===== config.mk =====
export PLATFORM = sky130hd
export DESIGN_NAME = i2s_ctrl
export DESIGN_NICKNAME = d
export VERILOG_FILES = /design/src/rtl/i2s_ctrl.sv
export SDC_FILE = /design/constraint.sdc
export NUM_CORES = 1
export LEC_CHECK = 0
export ABC_AREA = 1
export CAP_MARGIN = 25
export CORE_UTILIZATION = 30
export DETAILED_ROUTE_END_ITERATION = 16
export PLACE_DENSITY = 0.48
export SYNTH_ARGS = -nofsm -noshare
export SYNTH_HDL_FRONTEND = slang
export SYNTH_SLANG_ARGS = --single-unit

===== constraint.sdc =====
create_clock -name mck -period 2.45 [get_ports mck]
set_input_delay 0.49 -clock mck [delete_from_list [all_inputs] [get_ports mck]]
set_output_delay 0.49 -clock mck [all_outputs]
set_load 0.03 [all_outputs]

===== src/rtl/i2s_ctrl.sv =====
// I2S master controller: generates bck/lrck from mck, deserialises sdin into
// left/right sample pairs with a valid/ready handshake, and serialises tx samples.
module i2s_ctrl #(
   parameter int unsigned BCK_DIV   = 2,
   parameter int unsigned WIDTH     = 24,
   parameter int unsigned SLOT_BITS = 32
) (
   input  logic             mck,
   input  logic             rst_n,
   input  logic             enable,
   output logic             bck,
   output logic             lrck,
   input  logic             sdin,
   output logic             sdout,
   output logic [WIDTH-1:0] rx_l,
   output logic [WIDTH-1:0] rx_r,
   output logic             rx_valid,
   input  logic             rx_ready,
   input  logic [WIDTH-1:0] tx_l,
   input  logic [WIDTH-1:0] tx_r,
   output logic             tx_load,
   output logic             overrun,
   input  logic             clr_overrun
);

   localparam int unsigned DIV_W = (BCK_DIV > 1) ? $clog2(BCK_DIV) : 1;
   localparam int unsigned BIT_W = $clog2(SLOT_BITS);
   localparam logic [DIV_W-1:0] DIV_LAST = DIV_W'(BCK_DIV - 1);
   localparam logic [BIT_W-1:0] BIT_LAST = BIT_W'(SLOT_BITS - 1);
   localparam logic [BIT_W-1:0] BIT_WORD = BIT_W'(WIDTH);

   logic [DIV_W-1:0] div_cnt_q, div_cnt_d;
   logic [BIT_W-1:0] bit_cnt_q, bit_cnt_d;
   logic             bck_q, bck_d, lrck_q, lrck_d, sdout_q, sdout_d;
   logic [WIDTH-1:0] shift_q, shift_d, hold_q, hold_d;
   logic [WIDTH-1:0] rx_l_q, rx_l_d, rx_r_q, rx_r_d;
   logic             rx_valid_q, rx_valid_d, overrun_q, overrun_d;
   logic [WIDTH-1:0] tx_l_q, tx_l_d, tx_r_q, tx_r_d, tx_sh_q, tx_sh_d;
   logic             tx_load_q, tx_load_d;

   logic             tick, bck_rise, bck_fall, frame_done, overrun_set;
   logic [WIDTH-1:0] shift_in, tx_cur;

   always_comb begin
      div_cnt_d   = div_cnt_q;
      bit_cnt_d   = bit_cnt_q;
      bck_d       = bck_q;
      lrck_d      = lrck_q;
      sdout_d     = sdout_q;
      shift_d     = shift_q;
      hold_d      = hold_q;
      rx_l_d      = rx_l_q;
      rx_r_d      = rx_r_q;
      rx_valid_d  = rx_valid_q;
      overrun_d   = overrun_q;
      tx_l_d      = tx_l_q;
      tx_r_d      = tx_r_q;
      tx_sh_d     = tx_sh_q;
      tx_load_d   = 1'b0;
      frame_done  = 1'b0;
      overrun_set = 1'b0;
      tx_cur      = lrck_q ? tx_r_q : tx_l_q;
      tick        = enable && (div_cnt_q == DIV_LAST);
      bck_rise    = tick && !bck_q;
      bck_fall    = tick && bck_q;
      shift_in    = WIDTH'({shift_q, sdin});

      if (enable) begin
         div_cnt_d = tick ? '0 : div_cnt_q + 1'b1;
         if (tick) bck_d = ~bck_q;
         // Slot/frame sequencing and transmit serialiser advance on bck fall
         if (bck_fall) begin
            if (bit_cnt_q == BIT_LAST) begin
               bit_cnt_d = '0;
               lrck_d    = ~lrck_q;
               if (lrck_q) begin
                  tx_l_d    = tx_l;
                  tx_r_d    = tx_r;
                  tx_load_d = 1'b1;
               end
            end else begin
               bit_cnt_d = bit_cnt_q + 1'b1;
            end
            if (bit_cnt_d == BIT_W'(1)) begin
               sdout_d = tx_cur[WIDTH-1];
               tx_sh_d = tx_cur << 1;
            end else if (bit_cnt_d >= BIT_W'(2) && bit_cnt_d <= BIT_WORD) begin
               sdout_d = tx_sh_q[WIDTH-1];
               tx_sh_d = tx_sh_q << 1;
            end else begin
               sdout_d = 1'b0;
            end
         end
         // One-bit I2S delay: slot bit 0 is skipped, bits 1..WIDTH are captured
         if (bck_rise && bit_cnt_q != '0 && bit_cnt_q <= BIT_WORD) begin
            shift_d = shift_in;
            if (bit_cnt_q == BIT_WORD) begin
               if (lrck_q) frame_done = 1'b1;
               else        hold_d     = shift_in;
            end
         end
      end else begin
         div_cnt_d = '0;
         bit_cnt_d = '0;
         bck_d     = 1'b0;
         lrck_d    = 1'b0;
         sdout_d   = 1'b0;
         shift_d   = '0;
         hold_d    = '0;
         tx_sh_d   = '0;
      end

      // Output handshake; a completing frame overrides the consumption clear
      if (rx_valid_q && rx_ready) rx_valid_d = 1'b0;
      if (frame_done) begin
         if (rx_valid_q && !rx_ready) begin
            overrun_set = 1'b1;
         end else begin
            rx_l_d     = hold_q;
            rx_r_d     = shift_in;
            rx_valid_d = 1'b1;
         end
      end
      if (clr_overrun) overrun_d = 1'b0;
      if (overrun_set) overrun_d = 1'b1;
   end

   always_ff @(posedge mck or negedge rst_n) begin
      if (!rst_n) begin
         div_cnt_q  <= '0;
         bit_cnt_q  <= '0;
         bck_q      <= 1'b0;
         lrck_q     <= 1'b0;
         sdout_q    <= 1'b0;
         shift_q    <= '0;
         hold_q     <= '0;
         rx_l_q     <= '0;
         rx_r_q     <= '0;
         rx_valid_q <= 1'b0;
         overrun_q  <= 1'b0;
         tx_l_q     <= '0;
         tx_r_q     <= '0;
         tx_sh_q    <= '0;
         tx_load_q  <= 1'b0;
      end else begin
         div_cnt_q  <= div_cnt_d;
         bit_cnt_q  <= bit_cnt_d;
         bck_q      <= bck_d;
         lrck_q     <= lrck_d;
         sdout_q    <= sdout_d;
         shift_q    <= shift_d;
         hold_q     <= hold_d;
         rx_l_q     <= rx_l_d;
         rx_r_q     <= rx_r_d;
         rx_valid_q <= rx_valid_d;
         overrun_q  <= overrun_d;
         tx_l_q     <= tx_l_d;
         tx_r_q     <= tx_r_d;
         tx_sh_q    <= tx_sh_d;
         tx_load_q  <= tx_load_d;
      end
   end

   assign bck      = bck_q;
   assign lrck     = lrck_q;
   assign sdout    = sdout_q;
   assign rx_l     = rx_l_q;
   assign rx_r     = rx_r_q;
   assign rx_valid = rx_valid_q;
   assign tx_load  = tx_load_q;
   assign overrun  = overrun_q;

endmodule


# Word-level counts from Yosys, hierarchy flattened

Cells that the tools add are included.

Add/sub/neg operators: 2
Order comparisons: 3
Eq/ne operators: 10
Mux-type cells: 41
Bitwise logic cells: 3
Reduce and logical (&&, ||, !) cells: 17

Operator list:

| operator                                             | number |
|---|---|
| two-way mux 24 bit                                   | 9 |
| two-way mux 23 bit                                   | 2 |
| two-way mux 1 bit                                    | 25 |
| two-way mux 5 bit                                    | 5 |
| equality test 5 bit (second input constant)          | 2 |
| <= comparator 5 bit (second input constant)          | 2 |
| != test 2 x 1 -> 1 bit (second input constant)       | 5 |
| logical AND 1 bit                                    | 8 |
| AND reduction 2 bit                                  | 3 |
| adder 5 x 1 -> 5 bit (second input constant)         | 1 |
| equality test 5 x 1 -> 1 bit (second input constant) | 1 |
| >= comparator 5 x 2 -> 1 bit (second input constant) | 1 |
| nonzero test 5 bit                                   | 1 |
| AND reduction 4 bit                                  | 1 |
| != test 3 x 1 -> 1 bit (second input constant)       | 1 |
| inverter 1 bit                                       | 3 |
| AND reduction 3 bit                                  | 1 |
| logical NOT 1 bit                                    | 2 |
| != test 2 bit (second input constant)                | 1 |
| nonzero test 2 bit                                   | 1 |
| adder 1 bit (second input constant)                  | 1 |

Register bits after elaboration: 179
Word-level logic and storage cells: 91

# Logic depth before layout (Yosys ltp)

Word-level depth: 10
Gate-level depth with buffers: 13
Mapped depth without buffers: 12

# Worst setup path before layout

Ideal clock, no wire load.

Kind: flip-flop to flip-flop
Start: register bit_cnt_q[0]
End: register rx_l_q[0], in the netlist rx_l[0]
Setup time: 0.130 ns
Arrival: 1.611 ns
Data required time: 2.320 ns
Path slack: 0.708 ns
Cell stages (with the launch flop): 10
Buffers on the path: 2
Cells stage by stage: dfrtp_1 > inv_1 > ha_1 > inv_1 > nor4_4 > nand3_2 > buf_2 > buf_6 > nand2_1 > o21ai_1

Longest elaborated chain between the ends: 6
Elaborated cells on any way between the ends: 9
Classes of those cells: 1 x order compare; 1 x eq/ne; 3 x mux; 4 x reduce/logical

Ends and longest elaborated chain:

| what                                                                        | line | source |
|---|---|---|
| from (decl)                                                                 | 33   | `logic [BIT_W-1:0] bit_cnt_q, bit_cnt_d;` |
| from (signal assigned)                                                      | 147  | `bit_cnt_q <= bit_cnt_d;` |
| parallel branches: the longest is 3 deep, another holds <= comparator 5 bit | -    |  |
| two-way mux 1 bit (*)                                                       | 95   | `if (bck_rise && bit_cnt_q != '0 && bit_cnt_q <= BIT_WORD) begin` |
| two-way mux 1 bit (*)                                                       | 68   | `if (enable) begin` |
| AND reduction 2 bit (no source line) (*)                                    | -    |  |
| to (signal assigned)                                                        | 153  | `rx_l_q <= rx_l_d;` |
| to (decl)                                                                   | 36   | `logic [WIDTH-1:0] rx_l_q, rx_l_d, rx_r_q, rx_r_d;` |

Mark *: on every way between the ends.
A chain may end at the register's enable or synchronous reset.

# Final worst setup path

Start: register bit_cnt_q[0]
End: register hold_q[9]

Longest elaborated chain between the ends: 5
Elaborated cells on any way between the ends: 8
Classes of those cells: 1 x order compare; 3 x eq/ne; 4 x reduce/logical

Ends and longest elaborated chain:

| what                                                                        | line | source |
|---|---|---|
| parallel branches: the longest is 4 deep, another holds <= comparator 5 bit | -    |  |
| AND reduction 3 bit (no source line) (*)                                    | -    |  |
| to (signal assigned)                                                        | 152  | `hold_q <= hold_d;` |
| to (decl)                                                                   | 35   | `logic [WIDTH-1:0] shift_q, shift_d, hold_q, hold_d;` |

Marked as above.

==> flow_summary.toml <==
[layout]
syn2layout_area_growth_pct = 25.0
antenna-diode-count = 0
nFillCells = 2677
layout-drive-gt1-share_pct = 7.92
layout.nets = 1081

[global_route]
track_usage_pct = 14.4
grt_max_degree = 59
grt_pass1_vias = 5876
antenna_found_initial = 0
grt_pass1_wl_um = 30600
overflow = 0

[timing]
finalHoldViolCount = 0
fmax_mhz = 465
fin_crit_sh_pct = 87.8
fin_skew_ns = 0.0156
fin_tns_setup_ns = 0
post-route-worst-setup-slack_ns = 0.300
period_needed_ns = 2.15
finalSetupViolations = 0
relSlewSlack_pct = 48.5
maxSlewViolCount = 0
worst_pin_slew_ns = 0.772
rsz0062_at_grt = "false"

[worst_setup_path]
worst_setup_path_end_kind = "register"
reg2reg_slack_ns = 0.30
r2r_start = "bit_cnt_q[0]"
crit_type = "register to register"
rr_worst_depth = 9
path_max_fanout = 46
cp-start-kind = "register"
cp_data_required_time_ns = 2.73
worst_ep_arrival_time_ns = 2.43
worstReg2RegEnd = "hold_q[9]"

[clock_tree]
cts_sinks = 178
cts_tree = "yes"
cts_root_buf = "clkbuf_16"
clk_latency_ns = 0.43
cts.clk_slew.worst_paths_ns = 0.07
cts.path.max_buffers = 2
htree_levels = 4
post-cts-setup-buffers = 0
cts_made_buffers = 17

[synth]
netlist_instances = 933
synth-compound-area-share_pct = 7.03
synth_top_family_by_area = "simple AND/OR/NAND/NOR gates"
ys_warn_count = 0
yosys.area_share.simple_pct = 28.0
syn_area_um2 = 7830
synth-xor-area-share_pct = 0
ys_types = 28
syn_avg_cell_area_um2 = 8.39
ys_seq_area_share_pct = 56.9
ys_seq_elements = 178
synthMuxAreaShare_pct = 0
synth_fa_ha_area_share_pct = 0.639
synth_nets = 991

[place]
gp_congestion = 0.731
port_buffers = 107
place_hpwl_um = 11600
place_ws_ns = 0.293

[route]
first_pass_iters = 4
wl_per_cell_um = 13.1
vias_per_cell = 4.40
vias = 6011
finalWirelength_um = 18000
antenna_left = 0
drtIter0Drc = 408
route.detailed.drc = 0

[power_and_ir_drop]
vdd_drop_max_mv = 0.310
p_per_area_nw_per_um2 = 606
power_leakage_uw = 0.00468

[worst_hold_path]
min_to = "tx_l_q[0]"
min_from = "tx_l_q[0]"
min_path_type = "register to register"
min_path_cells = 2

[run]
cap_violations = 0

[floorplanning]
die_h_um = 164
die_x_um = 164
initial_core_util_pct = 30.8
core_um2 = 25400
pin_count = 108
placementRows = 58
die_area_um2 = 26700

[status]
status = "finished, final reports clean"
## sequential cells by signal, indices dropped and copies added (netlist names)
register   count
rx_r          24
tx_load        1
overrun        1
sdout          1
tx_sh_q       23
bck            1
lrck           1
bit_cnt_q      5
tx_r_q        24
tx_l_q        24
rx_l          24
rx_valid       1
div_cnt_q      1
shift_q       23
hold_q        24
## logic make-up (layout without fill, tap and decap cells)
kind of cell	Yosys count	after routing
AOI/OAI and AO/OA	108	108
adders and majority gates	4	4
buffers and inverters	126	229
DFF	178	178
and+or+nand+nor	517	517
## cell type report
cell class	count	area (µm²)	area share (%)
Clock buffer	18	429	4.39
Sequential cell	178	4450	45.5
Multi-Input combinational cell	629	2810	28.7
Clock inverter	14	168	1.71
Timing Repair Buffer	125	1240	12.7
Inverter	72	270	2.76
Tap cell	330	413	4.22
## stage by stage
step | utilization (%) | power (µW) | hold WS (ns) | cells | instance area (µm²)
2_1_floorplan | - | 3110 | 0.194 | 933 | 7830
3_3_place_gp | 36.1 | 3310 | 0.454 | 1333 | 9180
3_5_place_dp | 36.1 | 3300 | 0.455 | 1333 | 9180
4_1_cts | 38.5 | 6040 | 0.473 | 1366 | 9780
5_1_grt | 38.5 | 6170 | 0.489 | 1366 | 9780
6_report | 38.5 | 5930 | 0.469 | 1366 | 9780
## cells in the final DEF, fill, tap and decap left out, types with 14 or more instances in the layout
master	n
nand2_1	407
nand3_1	53
o21ai_1	63
clkdlybuf4s50_1	105
nand2_2	16
buf_4	14
clkbuf_16	17
o21ai_0	38
nand4_1	25
inv_1	65
dfrtp_1	178
## cells in the mapped netlist
cell type | count | area, µm²
buf_2 | 22 | 110
nand3_2 | 2 | 20.0
buf_4 | 5 | 37.5
a21oi_1 | 1 | 5.00
nand2_4 | 3 | 33.8
nand3b_1 | 2 | 15.0
nand3_1 | 53 | 265
nor2_2 | 1 | 6.26
nor2_1 | 4 | 15.0
inv_1 | 65 | 244
o22ai_1 | 5 | 31.3
buf_6 | 8 | 90.1
nand2_1 | 407 | 1530
clkbuf_1 | 15 | 56.3
a21oi_2 | 1 | 8.76
dfrtp_1 | 178 | 4450
nor2_4 | 1 | 11.3
ha_1 | 4 | 50.1
nand3_4 | 1 | 17.5
clkinv_1 | 1 | 3.75
o21ai_1 | 63 | 315
nor4_4 | 1 | 21.3
inv_2 | 6 | 22.5
buf_1 | 4 | 15.0
nand4_1 | 25 | 156
nand2_2 | 16 | 100
o21ai_0 | 38 | 190
nor3_1 | 1 | 5.00
## layer usage
layer / wire (µm) / vias up / GRT usage [%] / share of wire (%)
met5: 0 / - / 0 / 0
met4: 167 / 0 / 3.79 / 0.93
met3: 716 / 11 / 2.74 / 4.0
met2: 7930 / 138 / 22.0 / 44
met1: 9150 / 2722 / 20.7 / 51
li1: - / 3140 / - / -
## worst max-delay path by stage
stage / startpoint / endpoint / slack (ns) / depth (start not counted)
floorplan: bit_cnt_q[0] / rx_l[0] / 0.71 / 9
global placement: bit_cnt_q[0] / hold_q[8] / 0.28 / 9
detailed placement: bit_cnt_q[0] / hold_q[20] / 0.29 / 9
CTS: bit_cnt_q[0] / hold_q[9] / 0.25 / 9
global route: bit_cnt_q[0] / hold_q[0] / 0.11 / 9
finish: bit_cnt_q[0] / hold_q[9] / 0.30 / 9
## timing repair
item	in CTS	in global routing
hold buffers	1	0
endpoints found under the setup margin	0	0
gates resized for setup	0	0
endpoints found under the hold margin	7	0
## power breakdown
group,switching (µW),internal [µW],total (µW)
registers,5.38,2940,2950
logic,179,110,288
clock network,1320,1370,2690
total,1500,4430,5930
## critical path, stage by stage, from the launching register on
cell and delay (ns):
dfrtp_1 0.47, inv_1 0.12, ha_1 0.18, inv_1 0.08, nor4_4 0.35, nand2_1 0.12
nand2_1 0.13, inv_2 0.30, nand2_1 0.16, o21ai_1 0.08
Note: power is estimated with default switching activity, not from simulation.
